<file path="src/rtl/c_bus_regfile.sv">
// Mic-1 register file and memory port: latches the C bus into the selected registers,
// drives the B bus / H into the ALU and issues rd, wr and fetch transactions.
module c_bus_regfile #(
   parameter logic [31:0] PC_INIT  = 32'hFFFF_FFFF,
   parameter logic [31:0] SP_INIT  = 32'h0000_0000,
   parameter logic [31:0] LV_INIT  = 32'h0000_0000,
   parameter logic [31:0] CPP_INIT = 32'h0000_0000
) (
   input  logic        clk,
   input  logic        rst,
   input  logic [31:0] c_bus,
   input  logic [8:0]  c_sel,
   input  logic [3:0]  b_sel,
   output logic [31:0] b_bus,
   output logic [31:0] h_out,
   input  logic [2:0]  mem_op,
   output logic [31:0] dmem_addr,
   output logic [31:0] dmem_wdata,
   output logic        dmem_rreq,
   output logic        dmem_wreq,
   input  logic [31:0] dmem_rdata,
   input  logic        dmem_rvalid,
   output logic [31:0] imem_addr,
   output logic        imem_req,
   input  logic [7:0]  imem_rdata,
   input  logic        imem_rvalid,
   output logic        busy,
   output logic        protocol_err
);

   logic [31:0] h, opc, tos, cpp, lv, sp, pc, mdr, mar;
   logic [7:0]  mbr;
   logic        rd_pend, fetch_pend;

   logic        wr_op, rd_op, fetch_op;
   logic        rd_accept, fetch_accept, rd_done, fetch_done, conflict;
   logic [31:0] mar_fwd, mdr_fwd, pc_fwd;

   // Handshake: rreq/wreq/imem_req are single-cycle pulses with no ready. A read or
   // fetch completes on the first rvalid pulse seen while it is tracked as outstanding;
   // rvalid at any other time is ignored.
   always_comb begin
      wr_op        = mem_op[2];
      rd_op        = mem_op[1];
      fetch_op     = mem_op[0];
      rd_accept    = rd_op && !wr_op && !rd_pend;
      fetch_accept = fetch_op && !fetch_pend;
      rd_done      = dmem_rvalid && rd_pend;
      fetch_done   = imem_rvalid && fetch_pend;
      conflict     = (rd_op && (wr_op || rd_pend)) || (fetch_op && fetch_pend) ||
                     (rd_done && c_sel[1]);
      mar_fwd      = c_sel[0] ? c_bus : mar;
      mdr_fwd      = c_sel[1] ? c_bus : mdr;
      pc_fwd       = c_sel[2] ? c_bus : pc;
   end

   always_ff @(posedge clk or posedge rst) begin
      if (rst) begin
         h   <= '0;
         opc <= '0;
         tos <= '0;
         cpp <= CPP_INIT;
         lv  <= LV_INIT;
         sp  <= SP_INIT;
         pc  <= PC_INIT;
         mdr <= '0;
         mar <= '0;
         mbr <= '0;
      end else begin
         if (c_sel[8]) h   <= c_bus;
         if (c_sel[7]) opc <= c_bus;
         if (c_sel[6]) tos <= c_bus;
         if (c_sel[5]) cpp <= c_bus;
         if (c_sel[4]) lv  <= c_bus;
         if (c_sel[3]) sp  <= c_bus;
         if (c_sel[2]) pc  <= c_bus;
         if (c_sel[0]) mar <= c_bus;
         // A C-bus write to MDR beats returning read data in the same cycle.
         if (c_sel[1])     mdr <= c_bus;
         else if (rd_done) mdr <= dmem_rdata;
         if (fetch_done) mbr <= imem_rdata;
      end
   end

   always_ff @(posedge clk or posedge rst) begin
      if (rst) begin
         rd_pend      <= 1'b0;
         fetch_pend   <= 1'b0;
         protocol_err <= 1'b0;
         dmem_rreq    <= 1'b0;
         dmem_wreq    <= 1'b0;
         imem_req     <= 1'b0;
         dmem_addr    <= '0;
         dmem_wdata   <= '0;
         imem_addr    <= '0;
      end else begin
         dmem_rreq <= rd_accept;
         dmem_wreq <= wr_op;
         imem_req  <= fetch_accept;
         if (rd_accept || wr_op) dmem_addr  <= mar_fwd;
         if (wr_op)              dmem_wdata <= mdr_fwd;
         if (fetch_accept)       imem_addr  <= pc_fwd;
         if (rd_accept)    rd_pend <= 1'b1;
         else if (rd_done) rd_pend <= 1'b0;
         if (fetch_accept)    fetch_pend <= 1'b1;
         else if (fetch_done) fetch_pend <= 1'b0;
         if (conflict) protocol_err <= 1'b1;
      end
   end

   always_comb begin
      b_bus = '0;
      case (b_sel)
         4'd0:    b_bus = mdr;
         4'd1:    b_bus = pc;
         4'd2:    b_bus = {{24{mbr[7]}}, mbr};
         4'd3:    b_bus = {24'h0, mbr};
         4'd4:    b_bus = sp;
         4'd5:    b_bus = lv;
         4'd6:    b_bus = cpp;
         4'd7:    b_bus = tos;
         4'd8:    b_bus = opc;
         default: b_bus = '0;
      endcase
   end

   assign h_out = h;
   assign busy  = rd_pend || fetch_pend;

endmodule

</file>
<file path="config.mk">
export PLATFORM = sky130hd
export DESIGN_NAME = c_bus_regfile
export DESIGN_NICKNAME = d
export VERILOG_FILES = /design/src/rtl/c_bus_regfile.sv
export SDC_FILE = /design/constraint.sdc
export NUM_CORES = 1
export LEC_CHECK = 0
export ABC_CLOCK_PERIOD_IN_PS = 15970
export CAP_MARGIN = 20
export CORE_MARGIN = 2
export CORE_UTILIZATION = 50
export CTS_CLUSTER_SIZE = 8
export DETAILED_ROUTE_END_ITERATION = 16
export GPL_TIMING_DRIVEN = 0
export PLACE_DENSITY = 0.74
export SYNTH_ARGS = -nofsm -noshare
export SYNTH_HDL_FRONTEND = slang
export SYNTH_SLANG_ARGS = --single-unit
</file>
<file path="constraint.sdc">
create_clock -name clk -period 15.97 [get_ports clk]
set_input_delay 2.3955 -clock clk [delete_from_list [all_inputs] [get_ports clk]]
set_output_delay 2.3955 -clock clk [all_outputs]
set_load 0.02 [all_outputs]
</file>
==> out/results.tsv, run 1 <==
metric	value	unit
wl_per_cell	22.5	um
design.core.area	0.0346	mm^2
critPathRequiredTime	13.57	ns
ant_nets	0	
crit_chain	clkdlybuf4s50_1 -> buf_2 -> nor2_1 -> clkbuf_1 -> o21ai_0 -> nand4_1 -> clkdlybuf4s50_1	
dr.first_iter.drc_count	899	
clk_pin_slew	0.05	ns
cts_root_buf	clkbuf_16	
finalWirelength	49700	um
grt_pass1_vias	12905	
avgSynthCellArea	12.5	um^2
grt_pass1_wl	76600	um
crit_path_frequent_cell	clkdlybuf4s50_1	
yosys_register_bits	398	
synthTopCellsByArea	dfrtp_1 52%, mux2_2 19%, dfstp_2 4.8%, nand2_1 3.3%, mux2i_1 2.6%	
ir_worst_vdd	0.0906	mV
synth_top_area_cell	dfrtp_1	
status	finished, final reports clean	
drc	0	
dr_wl_met2	22500	um
top_layer_used	met4	
postSynth.asyncResetShare	1.00	
p_leak	9.75	nW
wl_met3	3880	um
num_rows	68	
rr_worst_depth	6	
hpwl	36700	um
grt_max_degree	132	
critical_path_class	in2out	
slew_viol_final	0	
cts_tree	yes	
antenna_found_initial	2	
start_kind	input port	
layout-drive-gt1-share	0.260	
post_cts_resized	0	
synth_flop_cell	dfrtp_1	
multi_input_area	0.00712	mm^2
detail_route.vias_per_cell	5.68	
crit_arrival	5.28	ns
synth.distinct_cells	41	
via_count	12530	
ys_seq_area_frac	0.567	
synth_nets	1507	
synth_edf_count	0	
fillers	2681	
yosysWarnings	0	
pwr_density_cell	126	mW/mm^2
finalCriticalPeriod	7.68	ns
crit_path_max_fanout	10	
syn_inst	1415	
cts_buffers	55	
grt_setup_unrepaired	false	
area.growth.synth_to_final	26.6	%
end_kind	output pin	
holdBufCountCts	0	
fin_ws	8.29	ns
start_util	0.509	
max_cap_viol_count	0	
setup_viol	0	
max_stage_delay	0.62	ns
m1WireLength	21900	um
grt_use_total	0.274	
insertion_delay	0.58	ns
hp-class	reg2reg	
die_h	192	um
fin_area	0.0223	mm^2
skew	0.0157	ns
die_x	192	um
pre_cts_slack	8.32	ns
min_period_over_period	0.481	
clock_path_buffers	3	
htree_levels	2	
io_buffers	245	
setup_tns	0	ns
drtPass1Iterations	5	
nNetsFinal	1813	
cts_sinks	398	
regArea	0.0100	mm^2
max-slew-margin-rel	0.441	
die_area	0.0368	mm^2
io_pins	257	
post_cts_buffers	0	
hold_viol_final	0	
crit_slowest_cell	clkdlybuf4s50_1	
worstMarginPinSlew	0.832	ns
netlist_area	0.0176	mm^2
max_freq	0.130	GHz
gp_congestion	0.923	
synth_top_area_frac	0.519	
placed_cell_area	0.0207	mm^2
whs_path_depth	1	
grt.overflow.total	0	
## metrics by stage
stage,instances,utilization,power (mW),hold slack [ns]
5_1_grt,2204,0.644,2.92,0.488
3_5_place_dp,2118,0.599,1.75,0.462
3_3_place_gp,2115,0.596,1.74,0.460
4_1_cts,2203,0.644,2.83,0.479
2_1_floorplan,1415,-,1.50,0.449
6_report,2205,0.644,2.81,0.475
## path summary, 6_finish.rpt
path	startpoint	endpoint	slack, ns
setup / recovery	b_sel[0]	b_bus[11]	8.29
hold / removal	mar[25]	mar[25]	0.47
setup reg to reg	fetch_pend	imem_addr[7]	14.18
hold reg to reg	mar[25]	mar[25]	0.47
max in group asynchronous	rst	sp[5]	12.30
min in group asynchronous	rst	dmem_addr[25]	2.26
## kinds of logic (layout without fill, tap and decap cells)
group,after synthesis,count (layout),synth area share
flops,398,398,0.567
buf+inv,110,444,0.0291
simple gates,360,360,0.111
mux,366,366,0.230
compound gates,181,181,0.0620
other cells,0,1,0
## final cells by class
cell class / count / area share
Antenna cell: 1 / 0.000112
Inverter: 3 / 0.000841
Clock inverter: 2 / 0.00224
Tap cell: 455 / 0.0255
Multi-Input combinational cell: 907 / 0.319
Clock buffer: 83 / 0.0678
Sequential cell: 398 / 0.448
Buffer: 107 / 0.0225
Timing Repair Buffer: 249 / 0.114
## cells in the final DEF (no fill, tap or decap), types with 3 or more instances in the layout
cell type        instances
a211o_1                  5
a21oi_1                  8
a221o_1                  3
a22o_1                   6
a22oi_1                 19
a31oi_1                 39
and3_1                  27
and3b_1                 52
buf_1                    3
buf_16                   3
buf_2                   44
buf_4                    9
clkbuf_1                76
clkbuf_16               56
clkdlybuf4s50_1        245
dfrtp_1                366
dfstp_2                 32
mux2_1                  21
mux2_2                 299
mux2i_1                 46
nand2_1                155
nand2b_1                37
nand3b_1                 5
nand4_1                 20
nand4b_1                 3
nor2_1                  39
nor2b_1                  4
nor3b_1                  9
nor3b_2                  3
o2111ai_1                6
o21ai_0                 82
o21ai_1                  7
o22ai_1                  3
## synthesized netlist by cell type, types with 7 or more instances
cell type / number
buf_4: 8
dfrtp_1: 366
nand4_1: 20
mux2i_1: 46
dfstp_2: 32
mux2_2: 299
o21ai_0: 82
clkbuf_1: 50
nor2_1: 39
and3_1: 27
nor3b_1: 9
a22oi_1: 19
nand2b_1: 37
and3b_1: 52
a21oi_1: 8
buf_2: 44
o21ai_1: 7
nand2_1: 155
mux2_1: 21
a31oi_1: 39
## routing by layer
metal | track usage | vias up
met5 | 0 | -
met4 | 0.0811 | 0
met3 | 0.0587 | 81
met2 | 0.423 | 488
met1 | 0.390 | 6331
li1 | - | 5630
## report_power, final
part	internal (mW)	switching, mW	leakage (nW)
Combinational	0.254	0.277	4.35
Clock	0.643	0.425	0.749
Sequential	1.14	0.0724	4.65
## critical path: cells and delay by family
family	cells	cell delay, ns
buf+inv	4	1.91
compound gates	1	0.23
simple gates	2	0.73
(Power assumes the default switching activity.)
==> inputs of run 2 (changes only) <==
==> config.mk (replaced) <==
export PLATFORM = sky130hd
export DESIGN_NAME = c_bus_regfile
export DESIGN_NICKNAME = d
export VERILOG_FILES = /design/src/rtl/c_bus_regfile.sv
export SDC_FILE = /design/constraint.sdc
export NUM_CORES = 1
export LEC_CHECK = 0
export ABC_CLOCK_PERIOD_IN_PS = 6500
export CAP_MARGIN = 20
export CORE_MARGIN = 2
export CORE_UTILIZATION = 49
export CTS_CLUSTER_SIZE = 8
export DETAILED_ROUTE_END_ITERATION = 16
export GPL_TIMING_DRIVEN = 0
export PLACE_DENSITY = 0.76
export SYNTH_ARGS = -nofsm -noshare
export SYNTH_HDL_FRONTEND = slang
export SYNTH_SLANG_ARGS = --single-unit
==> constraint.sdc (replaced) <==
create_clock -name clk -period 6.5 [get_ports clk]
set_input_delay 0.975 -clock clk [delete_from_list [all_inputs] [get_ports clk]]
set_output_delay 0.975 -clock clk [all_outputs]
set_load 0.02 [all_outputs]
==> run 2 against run 1 <==
Clock power grew 140%. Register-to-register slack lost 9.8 ns. Via count shrank 0.22%. Count of clock-buffer cells in the layout shrank 3. Critical path depth is the same. Largest power group unchanged. Power grew 140%. Sequential cell count is the same.
==> out/results.tsv, run 2 (synthesized netlist as in run 1, its figures left out) <==
metric	value	unit	change
total_power	6.88	mW	was 2.81 mW
pre_cts_slack	1.70	ns	was 8.32 ns
wl_per_cell	22.6	um	was 22.5 um
ant_nets	0		unchanged
fin_ws	1.66	ns	was 8.29 ns
insertion_delay	0.59	ns	was 0.58 ns
pwr_density_cell	307	mW/mm^2	was 126 mW/mm^2
die_area	0.0375	mm^2	was 0.0368 mm^2
htree_levels	2		unchanged
design.core.area	0.0355	mm^2	was 0.0346 mm^2
hold_path_end	imem_addr[1]		was mar[25]
grt_max_degree	46		was 132
grt_setup_unrepaired	false		unchanged
layout_common_cells	366 x dfrtp_1, 299 x mux2_2, 245 x clkdlybuf4s50_1		unchanged
clock_path_buffers	3		unchanged
pwr-share-clk	0.377		was 0.380
die_h	194	um	was 192 um
setup_tns	0	ns	unchanged
crit_path_frequent_cell	clkdlybuf4s50_1		unchanged
critical_path_class	in2out		unchanged
status	finished, final reports clean		unchanged
nNetsFinal	1819		was 1,813
fin_area	0.0224	mm^2	was 0.0223 mm^2
max-slew-margin-rel	0.263		was 0.441
grt.overflow.total	0		unchanged
crit_chain	clkdlybuf4s50_1 -> buf_2 -> nor2_1 -> clkbuf_1 -> o21ai_0 -> nand4_1 -> clkdlybuf4s50_1		unchanged
gp_congestion	0.917		was 0.923
pwr-share-comb	0.191		was 0.189
io_buffers	245		unchanged
crit_slowest_cell	clkdlybuf4s50_1		unchanged
seqPwrFrac	0.432		was 0.431
num_rows	69		was 68
skew	0.0130	ns	was 0.0157 ns
slew_viol_final	0		unchanged
grt_pass1_vias	13004		was 12.9k
ir_worst_vdd	0.248	mV	was 0.0906 mV
start_util	0.497		was 0.509
dr.first_iter.drc_count	737		was 899
switching_share	0.277		was 0.275
min_period_over_period	0.744		
post_cts_resized	0		unchanged
r2r_slack	4.35	ns	was 14.18 ns
r2r-end	dmem_addr[28]		was imem_addr[7]
worstReg2RegStart	rd_pend		was fetch_pend
min_from	imem_addr[1]		was mar[25]
cts_sinks	398		unchanged
power.internal	4.98	mW	was 2.04 mW
die_x	194	um	was 192 um
io_pins	257		unchanged
holdBufCountCts	0		unchanged
p_sw	1.90	mW	was 774 uW
finalCriticalPeriod	4.84	ns	
hp-class	reg2reg		unchanged
holdWs	0.476	ns	was 0.475 ns
fillers	2781		was 2,681
start_kind	input port		unchanged
detail_route.vias_per_cell	5.64		was 5.68
area.growth.synth_to_final	27.0	%	was 26.6%
end_kind	output pin		unchanged
max_cap_viol_count	0		unchanged
setup_viol	0		unchanged
hpwl	37500	um	was 36,700 um
cts_root_buf	clkbuf_16		unchanged
finalWirelength	50100	um	was 49,700 um
layout_commonest_cell	dfrtp_1		unchanged
rr_worst_depth	4		was 6
drc	0		unchanged
via_count	12502		about the same
clk_pin_slew	0.05	ns	about the same
antenna_found_initial	2		unchanged
crit_path_max_fanout	10		unchanged
grt_use_total	0.268		was 0.274
cts_tree	yes		unchanged
fin_cells	2216		was 2,205
placed_cell_area	0.0209	mm^2	was 0.0207 mm^2
whs_path_depth	2		was 1
grt_pass1_wl	78100	um	was 76,600 um
drtPass1Iterations	5		unchanged
max_freq	0.207	GHz	
max_stage_delay	0.63	ns	was 0.62 ns
p_leak	9.77	nW	was 9.75 nW
cts_buffers	55		unchanged
crit_arrival	3.86	ns	was 5.28 ns
post-route-util	0.631		was 0.644
post_cts_buffers	0		unchanged
hold_viol_final	0		unchanged
dp.cells	2131		was 2,118
worstMarginPinSlew	1.11	ns	was 0.832 ns
layout-drive-gt1-share	0.263		was 0.260
critPathRequiredTime	5.52	ns	was 13.57 ns
[run 2: worst max-delay path: cells and delay by family]
family,cells,cell delay (ns)
AND/OR/NAND/NOR,2,0.76
buffers and inverters,4,1.90
AO/OA/AOI/OAI,1,0.22
[run 2: worst max-delay path by stage]
stage,from,end,slack [ns],cells past startpoint
after floorplan,rst,cpp[0],0.19,1
after global placement,rst,dmem_addr[1],-2.30,2
after detailed placement,b_sel[0],b_bus[13],1.70,7
after CTS,b_sel[0],b_bus[13],1.69,7
after global routing,b_sel[0],b_bus[13],1.55,7
final,b_sel[0],b_bus[11],1.66,7
[run 2: cell type report]
type,count,area [um^2],share of cell area
flip-flops and latches,398,10000,0.447
multi-input cells,907,7120,0.318
repair buffers,255,2660,0.119
clock buffers,80,1480,0.0661
well taps,461,577,0.0258
plain buffers,107,502,0.0224
clock inverters,2,28.8,0.00129
inverters,3,15.0,0.000671
diodes,3,7.51,0.000335
[run 2: power groups by stage]
stage / Sequential, mW / Combinational, mW / Clock, mW
floorplan: 3.12 / 0.577 / 0
global placement: 3.00 / 1.28 / 0
detailed placement: 3.01 / 1.31 / 0
CTS: 2.97 / 1.32 / 2.63
global route: 3.01 / 1.41 / 2.74
finish: 2.97 / 1.31 / 2.59
[run 2: layer usage]
layer	part of all wire	track usage	vias up
met3	0.074	0.0631	105
li1	-	-	5635
met5	0	0	-
met2	0.45	0.408	468
met4	0.034	0.110	0
met1	0.44	0.372	6294
==> inputs of run 3 (changes only) <==
--- a/config.mk
+++ b/config.mk
@@ -5,7 +5,7 @@
 export SDC_FILE = /design/constraint.sdc
 export NUM_CORES = 1
 export LEC_CHECK = 0
-export ABC_CLOCK_PERIOD_IN_PS = 6500
+export ABC_CLOCK_PERIOD_IN_PS = 4100
 export CAP_MARGIN = 20
 export CORE_MARGIN = 2
 export CORE_UTILIZATION = 49
==> constraint.sdc (replaced) <==
create_clock -name clk -period 4.1 [get_ports clk]
set_input_delay 0.615 -clock clk [delete_from_list [all_inputs] [get_ports clk]]
set_output_delay 0.615 -clock clk [all_outputs]
set_load 0.02 [all_outputs]
==> run 3 against run 2 <==
Power grew 58%. Critical path depth is the same. Utilization barely moved. Cell count unchanged. Wire length is essentially flat. Clock skew about the same. Register-to-register slack lost 2.4 ns. Count of clock-buffer cells in the layout stayed put. Sequential cell count did not move. Combinational power grew 59%.
==> out/results.tsv, run 3 (synthesized netlist as in run 1, its figures left out) <==
metric	value	unit	change
cts_tree	yes		unchanged
grt_setup_unrepaired	false		unchanged
detail_route.vias_per_cell	5.65		was 5.64
layout_commonest_cell	dfrtp_1		unchanged
die_area	0.0375	mm^2	unchanged
dp.cells	2131		unchanged
io_pins	257		unchanged
start_util	0.497		unchanged
layout_common_cells	366 x dfrtp_1, 299 x mux2_2, 245 x clkdlybuf4s50_1		unchanged
finalWirelength	50100	um	about the same
critical_path_class	in2out		unchanged
crit_path_max_fanout	10		unchanged
finalCriticalPeriod	3.93	ns	
min_period_over_period	0.958		
die_x	194	um	unchanged
clock_path_buffers	3		unchanged
critPathLaunch	b_sel[0]		unchanged
design.core.area	0.0355	mm^2	unchanged
fin_cells	2216		unchanged
area.growth.synth_to_final	27.0	%	about the same
num_rows	69		unchanged
holdBufCountCts	0		unchanged
post_cts_resized	0		unchanged
hold_viol_final	0		unchanged
die_h	194	um	unchanged
max_cap_viol_count	0		unchanged
pwr_density_cell	487	mW/mm^2	was 307 mW/mm^2
grt.overflow.total	0		unchanged
rr_worst_depth	4		unchanged
critPathRequiredTime	3.48	ns	was 5.52 ns
gp_congestion	0.917		unchanged
cts_sinks	398		unchanged
nNetsFinal	1819		unchanged
io_buffers	245		unchanged
r2r-end	dmem_addr[28]		unchanged
slew_viol_final	0		unchanged
post_cts_buffers	0		unchanged
clk_pin_slew	0.05	ns	about the same
end_kind	output pin		unchanged
grt_use_total	0.268		unchanged
layout-drive-gt1-share	0.263		about the same
via_count	12523		about the same
total_power	10.9	mW	was 6.88 mW
hpwl	37500	um	unchanged
worstMarginPinSlew	1.09	ns	was 1.11 ns
holdWs	0.435	ns	was 0.476 ns
wl_per_cell	22.6	um	about the same
crit_arrival	3.31	ns	was 3.86 ns
worstReg2RegStart	rd_pend		unchanged
ant_nets	0		unchanged
skew	0.0135	ns	was 0.0130 ns
grt_pass1_wl	78100	um	unchanged
htree_levels	2		unchanged
max_freq	0.255	GHz	
worstSetupEndpoint	b_bus[17]		was b_bus[11]
dr.first_iter.drc_count	726		was 737
grt_max_degree	46		unchanged
drtPass1Iterations	5		unchanged
start_kind	input port		unchanged
ir_worst_vdd	0.393	mV	was 0.248 mV
status	finished, final reports clean		unchanged
cts_root_buf	clkbuf_16		unchanged
cts_buffers	55		unchanged
grt_pass1_vias	13004		unchanged
drc	0		unchanged
r2r_slack	1.96	ns	was 4.35 ns
insertion_delay	0.59	ns	about the same
antenna_found_initial	2		unchanged
pre_cts_slack	0.0194	ns	was 1.70 ns
fin_ws	0.173	ns	was 1.66 ns
p_leak	9.77	nW	about the same
fillers	2782		was 2,781
max-slew-margin-rel	0.274		was 0.263
hp-class	in2reg		was reg2reg
setup_viol	0		unchanged
-- run 3: cell count changes in the layout (fill, tap and decap cells not counted) --
| cell | change |
|---|---|
| nor2_2 | +1 |
| nor2_1 | -1 |
-- run 3: layout make-up --
type | instances | area [um^2] | area share
clock buffers | 80 | 1480 | 0.0661
diodes | 3 | 7.51 | 0.000335
inverters | 3 | 15.0 | 0.000671
repair buffers | 255 | 2660 | 0.119
clock inverters | 2 | 28.8 | 0.00129
multi-input cells | 907 | 7120 | 0.318
flip-flops and latches | 398 | 10000 | 0.447
well taps | 461 | 577 | 0.0258
plain buffers | 107 | 502 | 0.0224
-- run 3: per-layer routing --
layer  part of all wire  routed length, um  vias to the layer above  global-route usage
li1                   -                  -                     5640                   -
met1               0.44              22200                     6313               0.372
met2               0.45              22400                      459               0.408
met3              0.075               3770                      111              0.0631
met4              0.035               1770                        0               0.110
met5                  0                  0                        -                   0
-- run 3: how the worst min path moves through the flow --
| stage | startpoint | to | slack [ns] | depth (start not counted) |
|---|---|---|---|---|
| 2_1_floorplan | lv[16] | lv[16] | 0.45 | 1 |
| 6_report | c_sel[4] | lv[1] | 0.43 | 2 |
| 4_1_cts | c_sel[4] | lv[1] | 0.41 | 2 |
| 5_1_grt | c_sel[4] | lv[1] | 0.42 | 2 |
| 3_3_place_gp | imem_addr[1] | imem_addr[1] | 0.46 | 2 |
| 3_5_place_dp | imem_addr[16] | imem_addr[16] | 0.47 | 2 |
-- run 3: power by group --
| group | internal, mW | total (mW) | switching [mW] |
|---|---|---|---|
| clock network | 2.45 | 4.10 | 1.65 |
| logic | 1.00 | 2.08 | 1.08 |
| registers | 4.44 | 4.72 | 0.279 |
| total | 7.89 | 10.9 | 3.01 |
-- run 3: critical path, stage by stage --
cell and delay (ns):
clkdlybuf4s50_1 0.55, buf_2 0.29, nor2_2 0.39, clkbuf_1 0.44
o21ai_0 0.21, nand4_1 0.17, clkdlybuf4s50_1 0.64
-- run 3: metrics by stage --
stage	instance area [um^2]	utilization	setup TNS, ns
2_1_floorplan	17600	-	-688.07
6_report	22400	0.631	0
4_1_cts	22400	0.631	0
3_5_place_dp	20900	0.588	0
5_1_grt	22400	0.631	0
3_3_place_gp	20700	0.582	-1645.88
